$ cat src/rtl/bus_width_decrease.sv
// bus_width_decrease: valid/ready width-down serializer, LSB slice first.
// Ports: clk, reset (async low), input_valid/ready/data_in, output_valid/ready/data_out.
module bus_width_decrease #(
  parameter int SIZE_IN  = 32,
  parameter int SIZE_OUT = 8
) (
  input  logic                clk,
  input  logic                reset,
  input  logic                input_valid,
  output logic                input_ready,
  input  logic [SIZE_IN-1:0]  data_in,
  output logic                output_valid,
  input  logic                output_ready,
  output logic [SIZE_OUT-1:0] data_out
);

  localparam int RATIO = SIZE_IN / SIZE_OUT;
  localparam int CNT_W = (RATIO > 1) ? $clog2(RATIO) : 1;

  if ((SIZE_IN % SIZE_OUT) != 0 || SIZE_IN < SIZE_OUT) begin : g_bad_ratio
    $error("SIZE_IN must be a multiple of SIZE_OUT");
  end

  typedef logic [RATIO-1:0][SIZE_OUT-1:0] word_t;

  word_t            data_q, data_d;
  logic [CNT_W-1:0] cnt_q, cnt_d;
  logic             full_q, full_d;
  logic             last;
  logic             in_fire;
  logic             out_fire;

  assign last     = (cnt_q == CNT_W'(RATIO - 1));
  // Reload allowed while the last beat leaves: no bubble between words.
  assign input_ready  = reset & (~full_q | (output_ready & last));
  assign in_fire      = input_valid & input_ready;
  assign out_fire     = full_q & output_ready;
  assign output_valid = full_q;
  assign data_out     = data_q[cnt_q];

  always_comb begin
    data_d = data_q;
    cnt_d  = cnt_q;
    full_d = full_q;
    unique case (1'b1)
      in_fire: begin
        data_d = data_in;
        cnt_d  = '0;
        full_d = 1'b1;
      end
      out_fire & last & ~in_fire: begin
        cnt_d  = '0;
        full_d = 1'b0;
      end
      out_fire & ~last: begin
        cnt_d = cnt_q + CNT_W'(1);
      end
      default: ;
    endcase
  end

  always_ff @(posedge clk or negedge reset) begin
    if (!reset) begin
      data_q <= '0;
      cnt_q  <= '0;
      full_q <= 1'b0;
    end else begin
      data_q <= data_d;
      cnt_q  <= cnt_d;
      full_q <= full_d;
    end
  end

endmodule

$ cat config.mk
export PLATFORM = sky130hd
export DESIGN_NAME = bus_width_decrease
export DESIGN_NICKNAME = d
export VERILOG_FILES = /design/src/rtl/bus_width_decrease.sv
export SDC_FILE = /design/constraint.sdc
export NUM_CORES = 1
export LEC_CHECK = 0
export CAP_MARGIN = 20
export CORE_AREA = 2 2 70 72
export CTS_CLUSTER_DIAMETER = 80
export DETAILED_ROUTE_END_ITERATION = 8
export DIE_AREA = 0 0 72 74
export DONT_BUFFER_PORTS = 1
export GPL_ROUTABILITY_DRIVEN = 1
export PLACE_DENSITY = 0.55
export SYNTH_ARGS = -nofsm -noshare
export SYNTH_HDL_FRONTEND = slang
export SYNTH_SLANG_ARGS = --single-unit
$ cat constraint.sdc
create_clock -name clk -period 2.2 [get_ports clk]
set_input_delay 0.44 -clock clk [delete_from_list [all_inputs] [get_ports clk]]
set_output_delay 0.44 -clock clk [all_outputs]
set_load 0.05 [all_outputs]
# [Yosys cells after proc, flatten, opt, wreduce, memory -nomap -nowiden]
# Index checks and enable logic that the tools add are counted.
[word_totals] regBits=35 in_bits=36 output_inout_bits=10 wordCells=27
[op_classes] n_addsub=1 order_cmp=1 n_eq_ne=1 muxes=4 bitwise_logic=11 reduce_logical=3
[op_table] operator="$bmux W8 S2" n=1
[op_table] operator="$mux W8" n=1
[op_table] operator="$and A1 B1 Y1" n=7
[op_table] operator="$pmux W2 S2" n=1
[op_table] operator="$reduce_bool A2 Y1" n=2
[op_table] operator="$lt A2 B3 Y1 const B" n=1
[op_table] operator="$not A1 Y1" n=3
[op_table] operator="$add A2 B1 Y2 const B" n=1
[op_table] operator="$eq A2 B2 Y1 const B" n=1
[op_table] operator="$pmux W1 S2" n=1
[op_table] operator="$reduce_or A2 Y1" n=1
[op_table] operator="$or A1 B1 Y1" n=1

# [Longest topological paths before layout]
# Gate-level depths: netlist of run 1.
[depth] ltp_word=9 ltp_mapped=5 ltp_nobuf=4

# [Least setup slack after synthesis of run 1]
# Ideal clock, no wire load.
[synth_timing] path_kind="reg-to-output" from="register cnt_q[0]" to="output port data_out[0]" arrival_time_ns=1.275 required_time_ns=1.760 path_slack_ns=0.485 stages_incl_launch_ff=3 n_path_buf=1 cell_sequence="dfrtp_1 > buf_2 > mux4_2"
[synth_via] elab_chain_len=2
[synth_lines] element="start, declared" line="27" source="logic [CNT_W-1:0] cnt_q, cnt_d;"
[synth_lines] element="start signal, assigned" line="69" source="cnt_q <= cnt_d;"
[synth_lines] element="$bmux W8 S2" line="39" source="assign data_out = data_q[cnt_q];"
[synth_lines] element="$mux W8 (not written as such)" line="39"
[synth_lines] element="end, declared" line="14" source="output logic [SIZE_OUT-1:0] data_out"
# No other way between the ends. The select of a mux whose other input is x is not followed.

# [Worst setup path after layout of run 1]
[layout_timing] from="register cnt_q[0]" to="output port data_out[5]"
# The elaborated chain is that of the path after synthesis.

==> qor.txt, run 1 <==
Post-CTS Setup Inserts = 0
Pleak = 0.736 nW
via count = 832
Final ANT Viol Nets = 0
post-CTS resize count = 0
Total Wirelength = 2860 um
utilization after layout = 38.7%
status = completed
largest net degree at the start of global routing = 36
GRT Total Usage = 12.0%
Mean Syn Cell Area = 16.6 um2
Setup TNS = 0 ps
Final Max Slew Viols = 0
I/O pin cnt = 46
Crit path required time = 1760 ps
mapped cell area = 1550 um2
Seq/Total Area, Yosys = 56.6%
clock latency on the worst-skew pair = 280 ps
Placer Congestion = 0.721
Final setup viols = 0
Critical Path Sink Type = output pin
die area = 5330 um2
VDD IR max = 0.000562 V
fmax = 509 MHz
fin crit period = 1970 ps
Worst-Margin Slew = 280 ps
CTS tree = done
Pre-antenna DRT Iters = 2
H-Tree Depth = 2
HPWL after DPL = 2060 um
Worst-path clk slew = 70 ps
Synth cell types = 14
hold buffers post-CTS = 2
nets = 141
total global routing overflow = 0
layout cells sized above 1 = 51.9%
largest driver fanout on the critical path = 6
IO buf count = 0
core area = 4600 um2
antenna diode instance count = 0
DRC violations left = 0
hold slack = 293 ps
Warnings, synthesis = 0
Cell Rows = 25
Cell Pwr Density = 1700 nW/um2
Syn Nets = 130
clock buffer depth = 2
chip height = 74 um
Via-to-Cell Ratio = 5.27
Final period util = 89.3%
clock sinks = 35
clock skew = 3.33 ps
CTS Buf Count = 5
Final Hold Viols = 0
Avg WL per Cell = 18.1 um
DRT iter0 DRCs = 23
Filler cells = 428
Max Cap Violations = 0
kind of critical path = reg -> out
cells after synthesis = 93
CP Launch Type = register
worst relative slew slack = 81.4%
initial antenna violation count = 0
first-pass GRT wire length = 4660 um
vias in the first global route = 941
synth-to-layout area growth = 15.0%
Worst Hold Class = in -> reg
Die W = 72 um
initial core utilization = 33.6%
CP arrival = 1530 ps
Root Driver = clkbuf_8
FF+latch count, synth = 35
unrepaired setup endpoints after global routing = no
==> cell usage after synthesis, drive strengths merged <==
library cell / number / area, um2
a21oi: 1 / 16.3
and2: 1 / 6.26
buf: 4 / 38.8
clkbuf: 1 / 3.75
dfrtp: 35 / 876
ha: 1 / 12.5
inv: 1 / 3.75
mux2: 32 / 360
mux4: 8 / 180
nand2: 5 / 18.8
o211ai: 2 / 15.0
o31ai: 2 / 15.0
==> cells in the final DEF, fill, tap and decap left out <==
master | netlist | final
dfrtp_1 | 35 | 35
mux2_2 | 30 | 30
mux4_2 | 8 | 8
clkbuf_8 | 0 | 6
nand2_1 | 5 | 5
buf_12 | 0 | 4
buf_4 | 0 | 4
o211ai_1 | 2 | 2
o31ai_1 | 2 | 2
mux2_1 | 2 | 2
and2_1 | 1 | 1
a21oi_4 | 1 | 1
inv_1 | 1 | 1
ha_1 | 1 | 1
clkinv_2 | 0 | 1
dlygate4sd3_1 | 0 | 1
==> final cells by class <==
class | count | area [um2] | area share, %
multi-input combinational | 52 | 624 | 35.1
clock buffer | 6 | 82.6 | 4.64
inverter | 1 | 3.75 | 0.211
timing repair buffer | 9 | 120 | 6.75
tap | 54 | 67.6 | 3.80
sequential | 35 | 876 | 49.2
clock inverter | 1 | 5.00 | 0.281
==> report_power, final <==
part / internal, mW / switching, mW / leakage, nW / total (mW)
Combinational: 0.584 / 0.855 / 0.269 / 1.44
Sequential: 0.964 / 0.166 / 0.420 / 1.13
Clock: 0.245 / 0.211 / 0.0470 / 0.456
==> flip-flops by register name (all words and copies together) (netlist names) <==
signal and flops:
cnt_q 2, output_valid 1, data_q 32
==> logic make-up (layout without fill, tap and decap cells) <==
logic type	Yosys count	in the layout	share of synthesized area [%]
and+or+nand+nor	6	6	1.62
AOI/OAI and AO/OA	5	5	2.99
buffers and inverters	6	17	2.99
adders and majority gates	1	1	0.809
DFF	35	35	56.6
muxes	40	40	35.0
==> stage by stage <==
step | std cells | total power, mW | cell area (um2) | setup WS (ps)
after detailed placement | 149 | 2.59 | 1660 | 522
after CTS | 158 | 3.08 | 1780 | 203
final | 158 | 3.03 | 1780 | 235
after floorplan | 93 | 2.35 | 1550 | 485
after global placement | 149 | 2.54 | 1660 | 537
after global routing | 158 | 3.21 | 1780 | 153
==> worst max-delay path, cell delays in order (launching register included) <==
cell     delay, ps
dfrtp_1        370
buf_4          190
mux4_2         680
==> metal layers <==
metal,vias up,GRT usage (%),wire (um)
li1,366,-,-
met5,-,0,0
met1,434,13.3,1140
met4,0,6.29,64
met2,24,20.8,1510
met3,8,4.07,148
==> worst paths after layout <==
check	to	slack, ps	cells past startpoint	start
worst max register to register	data_q[0]	630	5	cnt_q[0]
worst min-delay path	data_q[31]	290	1	data_in[31]
max in group asynchronous	output_valid	1400	2	reset
min in group asynchronous	data_q[7]	620	2	reset
worst max-delay path	data_out[5]	230	2	cnt_q[0]
worst min register to register	data_q[31]	490	1	data_q[31]
Note: power is estimated with default switching activity, not from simulation.
==> inputs of run 2 (changes only) <==
--- a/config.mk
+++ b/config.mk
@@ -12,7 +12,9 @@
 export DIE_AREA = 0 0 72 74
 export DONT_BUFFER_PORTS = 1
 export GPL_ROUTABILITY_DRIVEN = 1
+export GPL_TIMING_DRIVEN = 0
 export PLACE_DENSITY = 0.55
 export SYNTH_ARGS = -nofsm -noshare
 export SYNTH_HDL_FRONTEND = slang
 export SYNTH_SLANG_ARGS = --single-unit
+export TNS_END_PERCENT = 100
==> qor.txt, run 2 (synthesis results as in run 1) <==
most frequent cells in the layout = 35 x dfrtp_1, 30 x mux2_2, 8 x mux4_2
largest driver fanout on the critical path = 10
area post-placement = 1610 um2
Cell Rows = 25
DRT iter0 DRCs = 25
antenna diode instance count = 0
initial antenna violation count = 0
HPWL after DPL = 2130 um
Pleak = 0.719 nW
Avg WL per Cell = 19.9 um
I/O pin cnt = 46
CP bufs+invs = 1
Crit path required time = 1760 ps
r2r setup slk = 570 ps
vias in the first global route = 925
IO buf count = 0
Final period util = 92.8%
Worst path slowest cell = mux4_2
VDD IR max = 0.000490 V
fin crit period = 2040 ps
Filler cells = 437
clock skew = 4.45 ps
DRC violations left = 0
CTS tree = done
fmax = 490 MHz
H-Tree Depth = 2
Post-CTS Setup Inserts = 0
commonest non-fill, non-tap cell in the layout = dfrtp_1
layout cells sized above 1 = 51.0%
Setup TNS = 0 ps
Post-Layout Inst Area = 1740 um2
unrepaired setup endpoints after global routing = no
core area = 4600 um2
Final Max Slew Viols = 0
worst relative slew slack = 58.1%
kind of critical path = reg -> out
nets = 139
die area = 5330 um2
R2R Path Start = output_valid
max reg flops = 32
status = completed
CP Launch Type = register
Final Hold Viols = 0
Final setup viols = 0
Final ANT Viol Nets = 0
CTS Buf Count = 5
Worst-path clk slew = 70 ps
Total Wirelength = 3110 um
Tot Pwr = 2.98 mW
Max Cap Violations = 0
initial core utilization = 33.6%
clock buffer depth = 2
Cell Pwr Density = 1720 nW/um2
Die W = 72 um
first-pass GRT wire length = 4840 um
clock latency on the worst-skew pair = 280 ps
worst r2r dst = data_q[4]
WHS Endpoint = data_q[31]
Via-to-Cell Ratio = 5.33
Biggest register = data_q
Worst path max stage delay = 700 ps
Critical Path Sink Type = output pin
hold slack = 294 ps
Hold Crit Depth = 1
Worst Hold Class = in -> reg
R2R depth = 3
via count = 832
GRT Total Usage = 13.2%
largest net degree at the start of global routing = 36
Crit path max-delay family = multiplexers
synth-to-layout area growth = 12.2%
hold wc startpoint = data_in[31]
chip height = 74 um
worst-path cell chain = clkbuf_4, mux4_2
Worst-Margin Slew = 629 ps
Placer Congestion = 0.655
Pre-antenna DRT Iters = 4
Root Driver = clkbuf_8
CP arrival = 1600 ps
clock sinks = 35
total global routing overflow = 0
==> run 2: area by class of cell <==
type	instances	area (um2)	share of cell area [%]
Tap cell	54	67.6	3.89
Inverter	1	3.75	0.216
Multi-Input combinational cell	52	624	36.0
Sequential cell	35	876	50.5
Clock inverter	1	5.00	0.288
Clock buffer	6	82.6	4.76
Timing Repair Buffer	2	30.0	1.73
Buffer	5	46.3	2.67
==> run 2: through the flow <==
stage                     setup WS, ps  util [%]  cells
after floorplan                    485         -     93
after global routing              57.2      37.7    156
after detailed placement           325      35.1    147
after CTS                         13.3      37.7    156
final                              159      37.7    156
after global placement             336      35.1    147
==> run 2: power breakdown <==
group	total, mW	internal (mW)	switching [mW]
clock	0.454	0.245	0.209
combinational	1.37	0.535	0.837
sequential	1.15	0.963	0.186
==> run 2: repair_timing <==
action / CTS / global route
hold endpoints to repair: 35 / 0
hold buffers: 2 / 0
setup endpoints to repair: 0 / 8
gates resized for setup: 0 / 3
==> run 2: how the worst max path moves through the flow <==
stage / cells after the start / slack, ps / from / to
3_5_place_dp: 2 / 320 / cnt_q[1] / data_out[5]
6_report: 2 / 160 / cnt_q[0] / data_out[5]
5_1_grt: 2 / 60 / cnt_q[0] / data_out[5]
3_3_place_gp: 2 / 340 / cnt_q[1] / data_out[5]
2_1_floorplan: 2 / 490 / cnt_q[0] / data_out[0]
4_1_cts: 2 / 10 / cnt_q[1] / data_out[5]
==> run 2: layer usage <==
layer / track usage (%) / routed length, um / up-vias
met5: 0 / 0 / -
met4: 6.71 / 34 / 0
met3: 5.56 / 161 / 2
met2: 22.9 / 1700 / 34
met1: 13.7 / 1210 / 431
li1: - / - / 365
